### config.mk
export PLATFORM = sky130hd
export DESIGN_NAME = sram_port_arbiter
export DESIGN_NICKNAME = d
export VERILOG_FILES = /design/src/rtl/sram_port_arbiter.sv
export SDC_FILE = /design/constraint.sdc
export NUM_CORES = 1
export LEC_CHECK = 0
export ABC_CLOCK_PERIOD_IN_PS = 2350
export CAP_MARGIN = 20
export CELL_PAD_IN_SITES_DETAIL_PLACEMENT = 0
export CELL_PAD_IN_SITES_GLOBAL_PLACEMENT = 1
export CORE_MARGIN = 2
export CORE_UTILIZATION = 16
export DETAILED_ROUTE_END_ITERATION = 6
export PLACE_DENSITY_LB_ADDON = 0.2
export SYNTH_ARGS = -nofsm -noshare
export SYNTH_HDL_FRONTEND = slang
export SYNTH_SLANG_ARGS = --single-unit
### constraint.sdc
create_clock -name clk -period 2.35 [get_ports clk]
set_input_delay 0.47 -clock clk [delete_from_list [all_inputs] [get_ports clk]]
set_output_delay 0.47 -clock clk [all_outputs]
set_load 0.01 [all_outputs]
### src/rtl/sram_port_arbiter.sv
// Arbitrates the single read/write port of the sram macro between instruction
// fetch (A, read-only) and load/store (B, masked read/write), one access in flight.
module sram_port_arbiter #(
  parameter int DATA_WIDTH = 32,
  parameter int ADDR_WIDTH = 14,
  parameter int NUM_WMASKS = 4,
  parameter bit FIXED_PRIO = 1'b0
) (
  input  logic                  clk,
  input  logic                  rst_n,
  // Fetch requester
  input  logic                  a_req_valid,
  output logic                  a_req_ready,
  input  logic [ADDR_WIDTH-1:0] a_req_addr,
  output logic                  a_rsp_valid,
  input  logic                  a_rsp_ready,
  output logic [DATA_WIDTH-1:0] a_rsp_rdata,
  // Load/store requester
  input  logic                  b_req_valid,
  output logic                  b_req_ready,
  input  logic                  b_req_we,
  input  logic [NUM_WMASKS-1:0] b_req_wmask,
  input  logic [ADDR_WIDTH-1:0] b_req_addr,
  input  logic [DATA_WIDTH-1:0] b_req_wdata,
  output logic                  b_rsp_valid,
  input  logic                  b_rsp_ready,
  output logic [DATA_WIDTH-1:0] b_rsp_rdata,
  // sram port 0
  output logic                  sram_csb,
  output logic                  sram_web,
  output logic [NUM_WMASKS-1:0] sram_wmask,
  output logic [ADDR_WIDTH-1:0] sram_addr,
  output logic [DATA_WIDTH-1:0] sram_din,
  input  logic [DATA_WIDTH-1:0] sram_dout,
  // Observability
  output logic [15:0]           stall_cnt
);

  // Handshake rule for every channel: a transfer happens on the rising edge
  // where valid & ready are both 1. A requester holds valid and its payload
  // stable until ready; req_ready may depend on the other requester's valid,
  // and a response is held (valid and data) until its rsp_ready is seen.

  typedef enum logic {
    REQ_A = 1'b0,
    REQ_B = 1'b1
  } req_id_t;

  logic    rsp_pend;
  req_id_t rsp_owner;
  logic    rsp_wr;
  req_id_t rr_last;
  logic    can_issue;
  logic    gnt_a;
  logic    gnt_b;
  logic    issue;
  logic    rsp_done;
  logic    b_write;
  logic    stall_ev;

  // Response side: the owner sees valid; read data passes straight from dout.
  always_comb begin
    a_rsp_valid = rsp_pend && (rsp_owner == REQ_A);
    b_rsp_valid = rsp_pend && (rsp_owner == REQ_B);
    a_rsp_rdata = a_rsp_valid ? sram_dout : '0;
    b_rsp_rdata = (b_rsp_valid && !rsp_wr) ? sram_dout : '0;
    rsp_done    = (a_rsp_valid && a_rsp_ready) || (b_rsp_valid && b_rsp_ready);
  end

  // rst_n gating keeps readies and the sram idle for the whole reset window.
  always_comb begin
    can_issue = rst_n && (!rsp_pend || rsp_done);
    gnt_a     = 1'b0;
    gnt_b     = 1'b0;
    if (can_issue) begin
      if (a_req_valid && b_req_valid) begin
        if (FIXED_PRIO || (rr_last == REQ_A)) gnt_b = 1'b1;
        else                                  gnt_a = 1'b1;
      end else begin
        gnt_a = a_req_valid;
        gnt_b = b_req_valid;
      end
    end
    a_req_ready = gnt_a;
    b_req_ready = gnt_b;
    issue       = gnt_a || gnt_b;
    b_write     = gnt_b && b_req_we;
  end

  // sram pins: the macro registers these on the rising edge that issues.
  always_comb begin
    sram_csb   = 1'b1;
    sram_web   = 1'b1;
    sram_wmask = '0;
    sram_addr  = '0;
    sram_din   = '0;
    if (issue) begin
      sram_csb   = 1'b0;
      sram_web   = !b_write;
      sram_wmask = b_write ? b_req_wmask : '0;
      sram_addr  = gnt_b ? b_req_addr : a_req_addr;
      sram_din   = b_req_wdata;
    end
  end

  always_ff @(posedge clk or negedge rst_n) begin
    if (!rst_n) begin
      rsp_pend  <= 1'b0;
      rsp_owner <= REQ_A;
      rsp_wr    <= 1'b0;
      rr_last   <= REQ_B;
    end else if (issue) begin
      rsp_pend  <= 1'b1;
      rsp_owner <= gnt_b ? REQ_B : REQ_A;
      rsp_wr    <= b_write;
      rr_last   <= gnt_b ? REQ_B : REQ_A;
    end else if (rsp_done) begin
      rsp_pend  <= 1'b0;
    end
  end

  // Cycles where some requester waits; saturates so starvation stays visible.
  always_comb begin
    stall_ev = (a_req_valid && !a_req_ready) || (b_req_valid && !b_req_ready);
  end

  always_ff @(posedge clk or negedge rst_n) begin
    if (!rst_n) begin
      stall_cnt <= '0;
    end else if (stall_ev && (stall_cnt != 16'hFFFF)) begin
      stall_cnt <= stall_cnt + 16'd1;
    end
  end

endmodule
## Yosys cells after proc, flatten, opt, wreduce, memory -nomap -nowiden

Cells that the tools add are included.

- Equality and inequality tests: 1
- Reduce and logical (&&, ||, !) cells: 21
- Muxes and demuxes: 18
- Bitwise operators: 1
- Add/subtract/negate cells: 1

Operators with widths:

| operator | count |
|---|---|
| 2-to-1 mux 32 bit | 3 |
| 2-to-1 mux 14 bit | 2 |
| adder 16 x 1 -> 16 bit (second input constant) | 1 |
| != test 16 bit (second input constant) | 1 |
| logical AND 1 bit | 11 |
| 2-to-1 mux 1 bit | 11 |
| 2-to-1 mux 4 bit | 2 |
| zero test 1 bit | 5 |
| logical OR 1 bit | 4 |
| nonzero test 2 bit | 1 |
| inverter 1 bit | 1 |

- Output and inout bits: 136
- Bits of input ports: 103
- Word-level logic and storage cells: 47
- Register bits after elaboration: 20

## Longest topological paths before layout

Gate-level depths: netlist of the first run.

- Word-level depth: 11
- Mapped depth: 6
- Gate-level depth less buffers: 6

## Worst setup path before layout of the first run

No wires, ideal clock.

- Path kind: input to output
- From: input port b_rsp_ready
- To: output port sram_addr[10]
- Arrival: 1548 ps
- Buffers on the path: 1
- Stages: 5
- Data required time: 1880 ps
- Setup slack: 332 ps
- Cell sequence: mux2i_1 -> a21boi_2 -> and3_1 -> clkbuf_1 -> a22o_1

- Longest elaborated chain between the ends: 7
- Elaborated cells between the ends (all ways): 9
- Those cells by class: mux: 4; reduce/logical: 5

RTL lines:

| element | line | RTL |
|---|---|---|
| start: declaration | 26 | `input logic b_rsp_ready,` |
| logical AND 1 bit (*) | 67 | `rsp_done = (a_rsp_valid && a_rsp_ready) \|\| (b_rsp_valid && b_rsp_ready);` |
| logical OR 1 bit (*) | 67 |  |
| logical OR 1 bit (*) | 72 | `can_issue = rst_n && (!rsp_pend \|\| rsp_done);` |
| logical AND 1 bit (*) | 72 |  |
| 2-to-1 mux 1 bit (*) | 75 | `if (can_issue) begin` |
| via b_req_ready | 20 | `output logic b_req_ready,` |
| 2-to-1 mux 14 bit or logical OR 1 bit (tied branches) | 101, 86 |  |
| 2-to-1 mux 14 bit (*) | 97 | `if (issue) begin` |
| end: declaration | 32 | `output logic [ADDR_WIDTH-1:0] sram_addr,` |

Mark *: on every way through the listed nets, which the timed path passes. The rest lies on a longest branch.

## Worst setup path after layout of the first run

- From: register rsp_owner
- To: register rsp_owner

- Longest elaborated chain between the ends: 8
- Elaborated cells between the ends (all ways): 12
- Those cells by class: mux: 3; bitwise: 1; reduce/logical: 8

RTL lines:

| element | line | RTL |
|---|---|---|
| start: declaration | 50 | `req_id_t rsp_owner;` |
| start signal: assignment | 114 | `rsp_owner <= gnt_b ? REQ_B : REQ_A;` |
| inverter 1 bit | 63 | `a_rsp_valid = rsp_pend && (rsp_owner == REQ_A);` |
| logical AND 1 bit | 63 |  |
| logical AND 1 bit | 67 |  |
| logical OR 1 bit (*) | 67 |  |
| logical OR 1 bit (*) | 72 |  |
| logical AND 1 bit (*) | 72 |  |
| 2-to-1 mux 1 bit | 75 |  |
| 2-to-1 mux 1 bit or logical OR 1 bit (tied branches) | 114, 86 |  |

Every way passes the cells marked *; elsewhere a longest branch is shown, timed or not.
A chain may end at the register's enable or synchronous reset.

==> summary.log, run 1 <==
qor: global_route.grt_first_pass_wirelength 14700 um
qor: synth.synthesis.instances 225
qor: power.power.leakage 3.12 nW
qor: drt.route.detailed.drc 0
qor: timing.rsz_0062_raised_after_global_routing yes
qor: timing.timing_hold_violations_final 0
qor: global_route.antenna_found_initial 0
qor: synth.ys_ff_latch 20
qor: drt.ant_nets 0
qor: clocking.clock-sinks 20
qor: critical_path.timing.critical_path.max_delay_family buffers and inverters
qor: synth.synth-edff-count 0
qor: clocking.cts_inserted_buffers 3
qor: floorplanning.chipHeight 113 um
qor: synth.post_synth_main_area_contributors sky130_fd_sc_hd__dfrtp_1, sky130_fd_sc_hd__and2_1, sky130_fd_sc_hd__and3_1
qor: drt.vias_per_cell 4.17
qor: finish.finalNetCount 603
qor: critical_path.critPathBufInv 11
qor: drt.routed_wire_length_per_instance 15.5 um
qor: placement.place_area 0.00459 mm^2
qor: timing.fmaxAchievable 423 MHz
qor: floorplanning.dieWidth 113 um
qor: clocking.clockRootBuffer sky130_fd_sc_hd__clkbuf_16
qor: drt.drt-initial-drc-count 95
qor: critical_path.critical_path.cell_chain mux2i_2, a21boi_2, buf_4, nand2_4, buf_4, buf_4, buf_4, buf_4, buf_6, buf_4, buf_4, buf_4, buf_4, buf_4, a21o_1
qor: timing.total_count_of_max_transition_violations_in_the_final_report 0
qor: placement.place_hpwl 7480 um
qor: clocking.cts_htree_levels 1
qor: critical_path.cp.arrival 2.51 ns
qor: timing.tightest_slew 0.282 ns
qor: finish.final_cell_area 0.00497 mm^2
qor: clocking.cts.reportedPaths.clkPinSlew 0.06 ns
qor: finish.final_layout_fill_cell_count 1170
qor: critical_path.critPathKind reg -> reg
qor: synth.post-synth-top-area-fraction 25.2%
qor: finish.post_route_cells_drive_above_1_share 27.9%
qor: status.result_of_the_run finished, violations left
qor: global_route.overflow 0
qor: floorplanning.floorplan.core_area 0.0115 mm^2
qor: clocking.clk_latency 0.26 ns
qor: synth.synth_top_flop_cell sky130_fd_sc_hd__dfrtp_1
qor: timing.maxSlewHeadroom 81.2%
qor: floorplanning.dieArea 0.0127 mm^2
qor: timing.final_min_period_over_clock_period 101%
qor: clocking.hold_buffers 0
qor: timing.finalCriticalPeriod 2.36 ns
qor: clocking.clock_tree.buffer_depth 2
qor: placement.gpl.final_weighted_congestion 0.827
qor: synth.synth.lib_cells_used.distinct 34
qor: finish.num_antenna_cells 0
qor: timing.fin_worst_skew 0.00606 ns
qor: critical_path.critPathMostFrequentCell sky130_fd_sc_hd__buf_4
qor: synth.seq_area_frac_synth 26.6%
qor: synth.synth_nets 329
qor: drt.detail_route.first_pass.iterations 4
qor: power.peak_ir_drop_on_the_vdd_network 0.343 mV
qor: status.failed_checks negative setup slack
qor: timing.setup_viol 8
qor: drt.vias 2670
qor: critical_path.max_stage_delay 0.40 ns
qor: placement.count_of_buffers_inserted_at_the_top_level_ports 238
qor: critical_path.crit_path_start_kind register
qor: critical_path.cp-end-kind register
qor: synth.ys_top_cells_by_count sky130_fd_sc_hd__and2_1, sky130_fd_sc_hd__and3_1, sky130_fd_sc_hd__dfrtp_1, sky130_fd_sc_hd__a22o_1, sky130_fd_sc_hd__nand2_1
qor: critical_path.timing.critical_path.required 2.49 ns
qor: critical_path.critical_path.max_fanout 3
qor: drt.wl 9920 um
qor: synth.synth_top_area_cell sky130_fd_sc_hd__dfrtp_1
qor: floorplanning.pin_count 239
qor: power.power.density_cell_area 591 mW/mm^2
qor: floorplanning.start_util 16.4%
qor: flow_run.max-cap-violations 0
qor: clocking.tritoncts done
qor: synth.syn-mean-instance-area 8.37 um^2
qor: timing.hold-worst-slack 0.347 ns
qor: floorplanning.std_cell_rows 39
qor: placement.preCtsSetupSlack -0.502 ns
qor: synth.syn_area 0.00188 mm^2
qor: global_route.pin_count_of_the_biggest_net_entering_global_routing 34
qor: synth.synthesis.yosys.warnings 0
qor: timing.worst_slack -0.0141 ns
qor: critical_path.critical_path.slowest_cell sky130_fd_sc_hd__dfrtp_1
qor: synth.async_reset_ff_share 100%
qor: synth.yosys.cell_count.top_type sky130_fd_sc_hd__and2_1
qor: global_route.grt_use_total 14.1%
qor: finish.syn_to_final_growth 164%
qor: global_route.grt_pass1_vias 2714
qor: hold_path.worst_hold_path_type in -> async
==> layout by cell type (no fill, tap or decap), types with 2 or more instances in the layout <==
cell type,count
sky130_fd_sc_hd__nor3_1,6
sky130_fd_sc_hd__nand2_1,13
sky130_fd_sc_hd__buf_6,14
sky130_fd_sc_hd__dlymetal6s2s_1,51
sky130_fd_sc_hd__nand2b_1,2
sky130_fd_sc_hd__clkbuf_2,16
sky130_fd_sc_hd__clkbuf_16,7
sky130_fd_sc_hd__nor2_1,5
sky130_fd_sc_hd__buf_12,3
sky130_fd_sc_hd__nor4b_2,2
sky130_fd_sc_hd__mux2_2,3
sky130_fd_sc_hd__clkdlybuf4s50_1,127
sky130_fd_sc_hd__dfrtp_1,19
sky130_fd_sc_hd__and3_1,35
sky130_fd_sc_hd__dlygate4sd2_1,7
sky130_fd_sc_hd__and2_1,52
sky130_fd_sc_hd__buf_2,28
sky130_fd_sc_hd__nand4_1,2
sky130_fd_sc_hd__and3_4,2
sky130_fd_sc_hd__inv_1,4
sky130_fd_sc_hd__buf_8,2
sky130_fd_sc_hd__xor2_1,13
sky130_fd_sc_hd__buf_4,32
sky130_fd_sc_hd__and2_4,13
sky130_fd_sc_hd__nand3_1,3
sky130_fd_sc_hd__a22o_1,14
sky130_fd_sc_hd__nor4_4,3
==> through the flow <==
step / instances / utilization [%] / TNS [ns] / total power [mW]
2_1_floorplan: 225 / - / 0 / 1.27
3_3_place_gp: 613 / 40.0 / -23.25 / 2.38
3_5_place_dp: 613 / 40.0 / -23.87 / 2.38
4_1_cts: 631 / 41.6 / -0.306 / 2.88
5_1_grt: 641 / 43.3 / -1.61 / 3.16
6_report: 641 / 43.3 / -0.0551 / 2.94
==> state kept, by name (all words and copies together) (netlist names) <==
signal	count
stall_cnt	16
rsp_owner	1
rr_last	1
rsp_wr	1
rsp_pend	1
==> routing by layer <==
| metal | track usage, % | routed length (um) |
|---|---|---|
| met3 | 3.08 | 710 |
| met1 | 15.7 | 3670 |
| met5 | 0 | 0 |
| met2 | 27.8 | 5400 |
| met4 | 2.28 | 135 |
==> power breakdown <==
part | switching (mW) | leakage [nW] | total (mW) | internal (mW)
registers | 0.125 | 0.244 | 0.579 | 0.454
clock network | 0.132 | 0.0511 | 0.470 | 0.338
logic | 0.775 | 2.82 | 1.89 | 1.11
==> area by class of cell <==
type,count,area (um^2),share of cell area (%)
repair buffers,285,2810,56.5
multi-input cells,185,1360,27.4
flip-flops and latches,20,502,10.1
well taps,143,179,3.60
clock buffers,3,75.1,1.51
clock inverters,1,30.0,0.604
inverters,4,15.0,0.302
==> worst paths after layout <==
kind                                               start                  endpoint  slack [ns]  cells past startpoint
worst min-delay path                               rst_n  stall_cnt[4]$_DFFE_PN0P_        0.35                      2
max in group asynchronous                          rst_n       rr_last$_DFFE_PN1P_        1.72                      2
worst max register to register     rsp_owner$_DFFE_PN0P_     rsp_owner$_DFFE_PN0P_       -0.01                     15
worst min register to register  stall_cnt[5]$_DFFE_PN0P_  stall_cnt[5]$_DFFE_PN0P_        0.50                      1
worst max-delay path               rsp_owner$_DFFE_PN0P_     rsp_owner$_DFFE_PN0P_       -0.01                     15
min in group clk                stall_cnt[5]$_DFFE_PN0P_  stall_cnt[5]$_DFFE_PN0P_        0.50                      1
==> cells by family (layout without fill, tap and decap cells) <==
family	count (synthesis)	count (layout)	share of synthesized area, %
fa+ha+maj	1	1	0.664
flops	20	20	26.6
xor+xnor	13	13	6.04
mux	4	4	2.32
simple gates	146	146	50.2
compound gates	21	21	9.63
buf+inv	20	293	4.52
==> what timing repair did <==
| item | CTS | global route |
|---|---|---|
| cloned | 1 | 5 |
| resized for setup | 175 | 123 |
| setup buffers | 13 | 5 |
| setup endpoints to repair | 54 | 116 |
| pin swaps | 8 | 11 |
Note: power is estimated with default switching activity, not from simulation.
==> inputs of run 2 (changes only) <==
Settings changed: CORE_ASPECT_RATIO from default to 0.7.
==> run 2 against run 1 <==
The run still ends with negative setup slack left. Clock skew fell by 0.0019 ns. Sequential share of layout area barely moved. Via count fell by 0.26%. Count of clock-buffer cells in the layout rose by 1. Power fell by 1.6%. Largest cell class unchanged. Sequential cell count did not move. Non-clock buffer count fell by 1. Worst hold slack improved by 0.061 ns. First-iteration DRC count fell by 36%. Clock power fell by 26%. Highest routed layer unchanged. Sequential power rose by 1%. Global-route usage rose by 0.29 points.
==> summary.log, run 2 (synthesis results as in run 1) <==
qor: hold_path.worst_hold_path_type in -> async
qor: placement.dp.cells 623
qor: global_route.grt_use_total 14.4%
qor: floorplanning.dieArea 0.0127 mm^2
qor: placement.place_hpwl 7830 um
qor: clocking.clock-sinks 20
qor: global_route.grt_pass1_vias 2598
qor: finish.final_layout_fill_cell_count 1173
qor: finish.post_route_cells_drive_above_1_share 28.0%
qor: drt.routed_wire_length_per_instance 15.7 um
qor: finish.syn_to_final_growth 164%
qor: flow_run.max-cap-violations 0
qor: critical_path.cp.arrival 2.00 ns
qor: drt.vias_per_cell 4.07
qor: global_route.overflow 0
qor: power.power.leakage 2.52 nW
qor: critical_path.critPathKind reg -> out
qor: critical_path.crit_path_start_kind register
qor: timing.fmaxAchievable 404 MHz
qor: timing.finalSetupTns -3.82 ns
qor: timing.timing_hold_violations_final 0
qor: finish.final_common_cell sky130_fd_sc_hd__clkdlybuf4s50_1
qor: timing.setup_viol 73
qor: timing.total_count_of_max_transition_violations_in_the_final_report 0
qor: floorplanning.floorplan.core_area 0.0116 mm^2
qor: finish.seqCellArea 503 um^2
qor: drt.route.detailed.drc 0
qor: clocking.clk_latency 0.25 ns
qor: status.failed_checks negative setup slack
qor: floorplanning.chipHeight 94.8 um
qor: clocking.cts.reportedPaths.clkPinSlew 0.06 ns
qor: clocking.cts_htree_levels 1
qor: power.peak_ir_drop_on_the_vdd_network 0.300 mV
qor: drt.detail_route.first_pass.iterations 4
qor: power.power.density_cell_area 580 mW/mm^2
qor: placement.gpl.final_weighted_congestion 0.740
qor: timing.final_min_period_over_clock_period 105%
qor: timing.finalCriticalPeriod 2.47 ns
qor: finish.num_antenna_cells 0
qor: floorplanning.dieWidth 134 um
qor: global_route.antenna_found_initial 0
qor: global_route.pin_count_of_the_biggest_net_entering_global_routing 34
qor: timing.tightest_slew 0.513 ns
qor: drt.drt-initial-drc-count 61
qor: placement.count_of_buffers_inserted_at_the_top_level_ports 238
qor: clocking.clock_tree.buffer_depth 2
qor: timing.rsz_0062_raised_after_global_routing yes
qor: finish.post_route_non_filler_standard_cell_count 654
qor: finish.registers.top_by_ff_count stall_cnt
qor: clocking.tritoncts done
qor: finish.layout.cells.most_common_list sky130_fd_sc_hd__clkdlybuf4s50_1, sky130_fd_sc_hd__and2_1, sky130_fd_sc_hd__buf_2
qor: critical_path.critical_path.max_fanout 5
qor: clocking.cts_inserted_buffers 3
qor: critical_path.setup.reg_to_reg.worst_slack 0.03 ns
qor: drt.vias 2663
qor: floorplanning.pin_count 239
qor: finish.finalNetCount 602
qor: floorplanning.std_cell_rows 33
qor: clocking.clockRootBuffer sky130_fd_sc_hd__clkbuf_16
qor: timing.worst_slack -0.123 ns
qor: drt.ant_nets 0
qor: finish.largest_register_ffs 16
qor: drt.wl 10200 um
qor: status.result_of_the_run finished, violations left
qor: finish.multiInputGateArea 0.00139 mm^2
qor: floorplanning.start_util 16.2%
qor: global_route.grt_first_pass_wirelength 14700 um
qor: timing.fin_worst_skew 0.00417 ns
qor: critical_path.cp-end-kind output port
qor: timing.maxSlewHeadroom 65.5%
qor: critical_path.timing.critical_path.required 1.88 ns
qor: power.fin_total_pwr 2.89 mW
-- run 2: cell types whose count changed in the layout (fill, tap and decap cells not counted), sizes merged --
cell	before	now
buf	80	97
bufbuf	0	1
bufinv	1	0
clkbuf	23	6
clkdlybuf4s50	127	148
dlygate4sd2	7	29
dlymetal6s2s	51	7
-- run 2: cell type report --
| class | count | area share, % |
|---|---|---|
| Sequential cell | 20 | 10.1 |
| Multi-Input combinational cell | 185 | 27.9 |
| Timing Repair Buffer | 284 | 56.2 |
| Clock buffer | 4 | 1.58 |
| Inverter | 4 | 0.301 |
| Tap cell | 157 | 3.94 |
-- run 2: per-layer routing --
| layer | wire length, um | vias up | track usage (%) | share of wire, % |
|---|---|---|---|---|
| li1 | - | 1315 | - | - |
| met1 | 4210 | 1224 | 17.5 | 41 |
| met2 | 5280 | 120 | 27.4 | 51 |
| met3 | 703 | 4 | 3.11 | 6.9 |
| met4 | 53 | 0 | 1.15 | 0.52 |
| met5 | 0 | - | 0 | 0 |
-- run 2: path summary, 6_finish.rpt --
kind | startpoint | end | cells past startpoint
worst max-delay path | rsp_owner$_DFFE_PN0P_ | sram_addr[11] | 9
worst min-delay path | rst_n | stall_cnt[9]$_DFFE_PN0P_ | 2
worst max register to register | rsp_owner$_DFFE_PN0P_ | rsp_owner$_DFFE_PN0P_ | 15
worst min register to register | stall_cnt[5]$_DFFE_PN0P_ | stall_cnt[5]$_DFFE_PN0P_ | 1
max in group asynchronous | rst_n | rr_last$_DFFE_PN1P_ | 2
min in group clk | stall_cnt[5]$_DFFE_PN0P_ | stall_cnt[5]$_DFFE_PN0P_ | 1
-- run 2: what timing repair did --
action,CTS,global route
cloned,5,0
setup endpoints to repair,114,70
pin swaps,6,6
setup buffers,19,4
gates resized for setup,262,50
hold buffers,0,0
-- run 2: per-stage QoR --
stage	area [um^2]	worst slack [ns]	hold WS, ns	util, %
final	4980	-0.123	0.408	43.0
after global routing	4980	-0.177	0.454	43.0
after CTS	4790	-0.189	0.439	41.3
after detailed placement	4610	-0.541	0.488	39.7
after global placement	4610	-0.500	0.483	39.7
after floorplan	1880	0.332	0.174	-
-- run 2: where the power goes --
part	leakage, nW	total (mW)	internal, mW	switching, mW
Sequential	0.243	0.587	0.455	0.132
Clock	0.0382	0.350	0.231	0.119
Combinational	2.24	1.95	1.16	0.793
Total	2.52	2.89	1.85	1.04
-- run 2: worst max-delay path, stage by stage, from the launching register on --
cell                       delay, ns
sky130_fd_sc_hd__dfrtp_2        0.40
sky130_fd_sc_hd__mux2i_4        0.28
sky130_fd_sc_hd__a21boi_4       0.09
sky130_fd_sc_hd__buf_6          0.13
sky130_fd_sc_hd__buf_6          0.10
sky130_fd_sc_hd__and3_4         0.18
sky130_fd_sc_hd__buf_12         0.13
sky130_fd_sc_hd__buf_16         0.12
sky130_fd_sc_hd__a22o_1         0.18
sky130_fd_sc_hd__buf_2          0.14
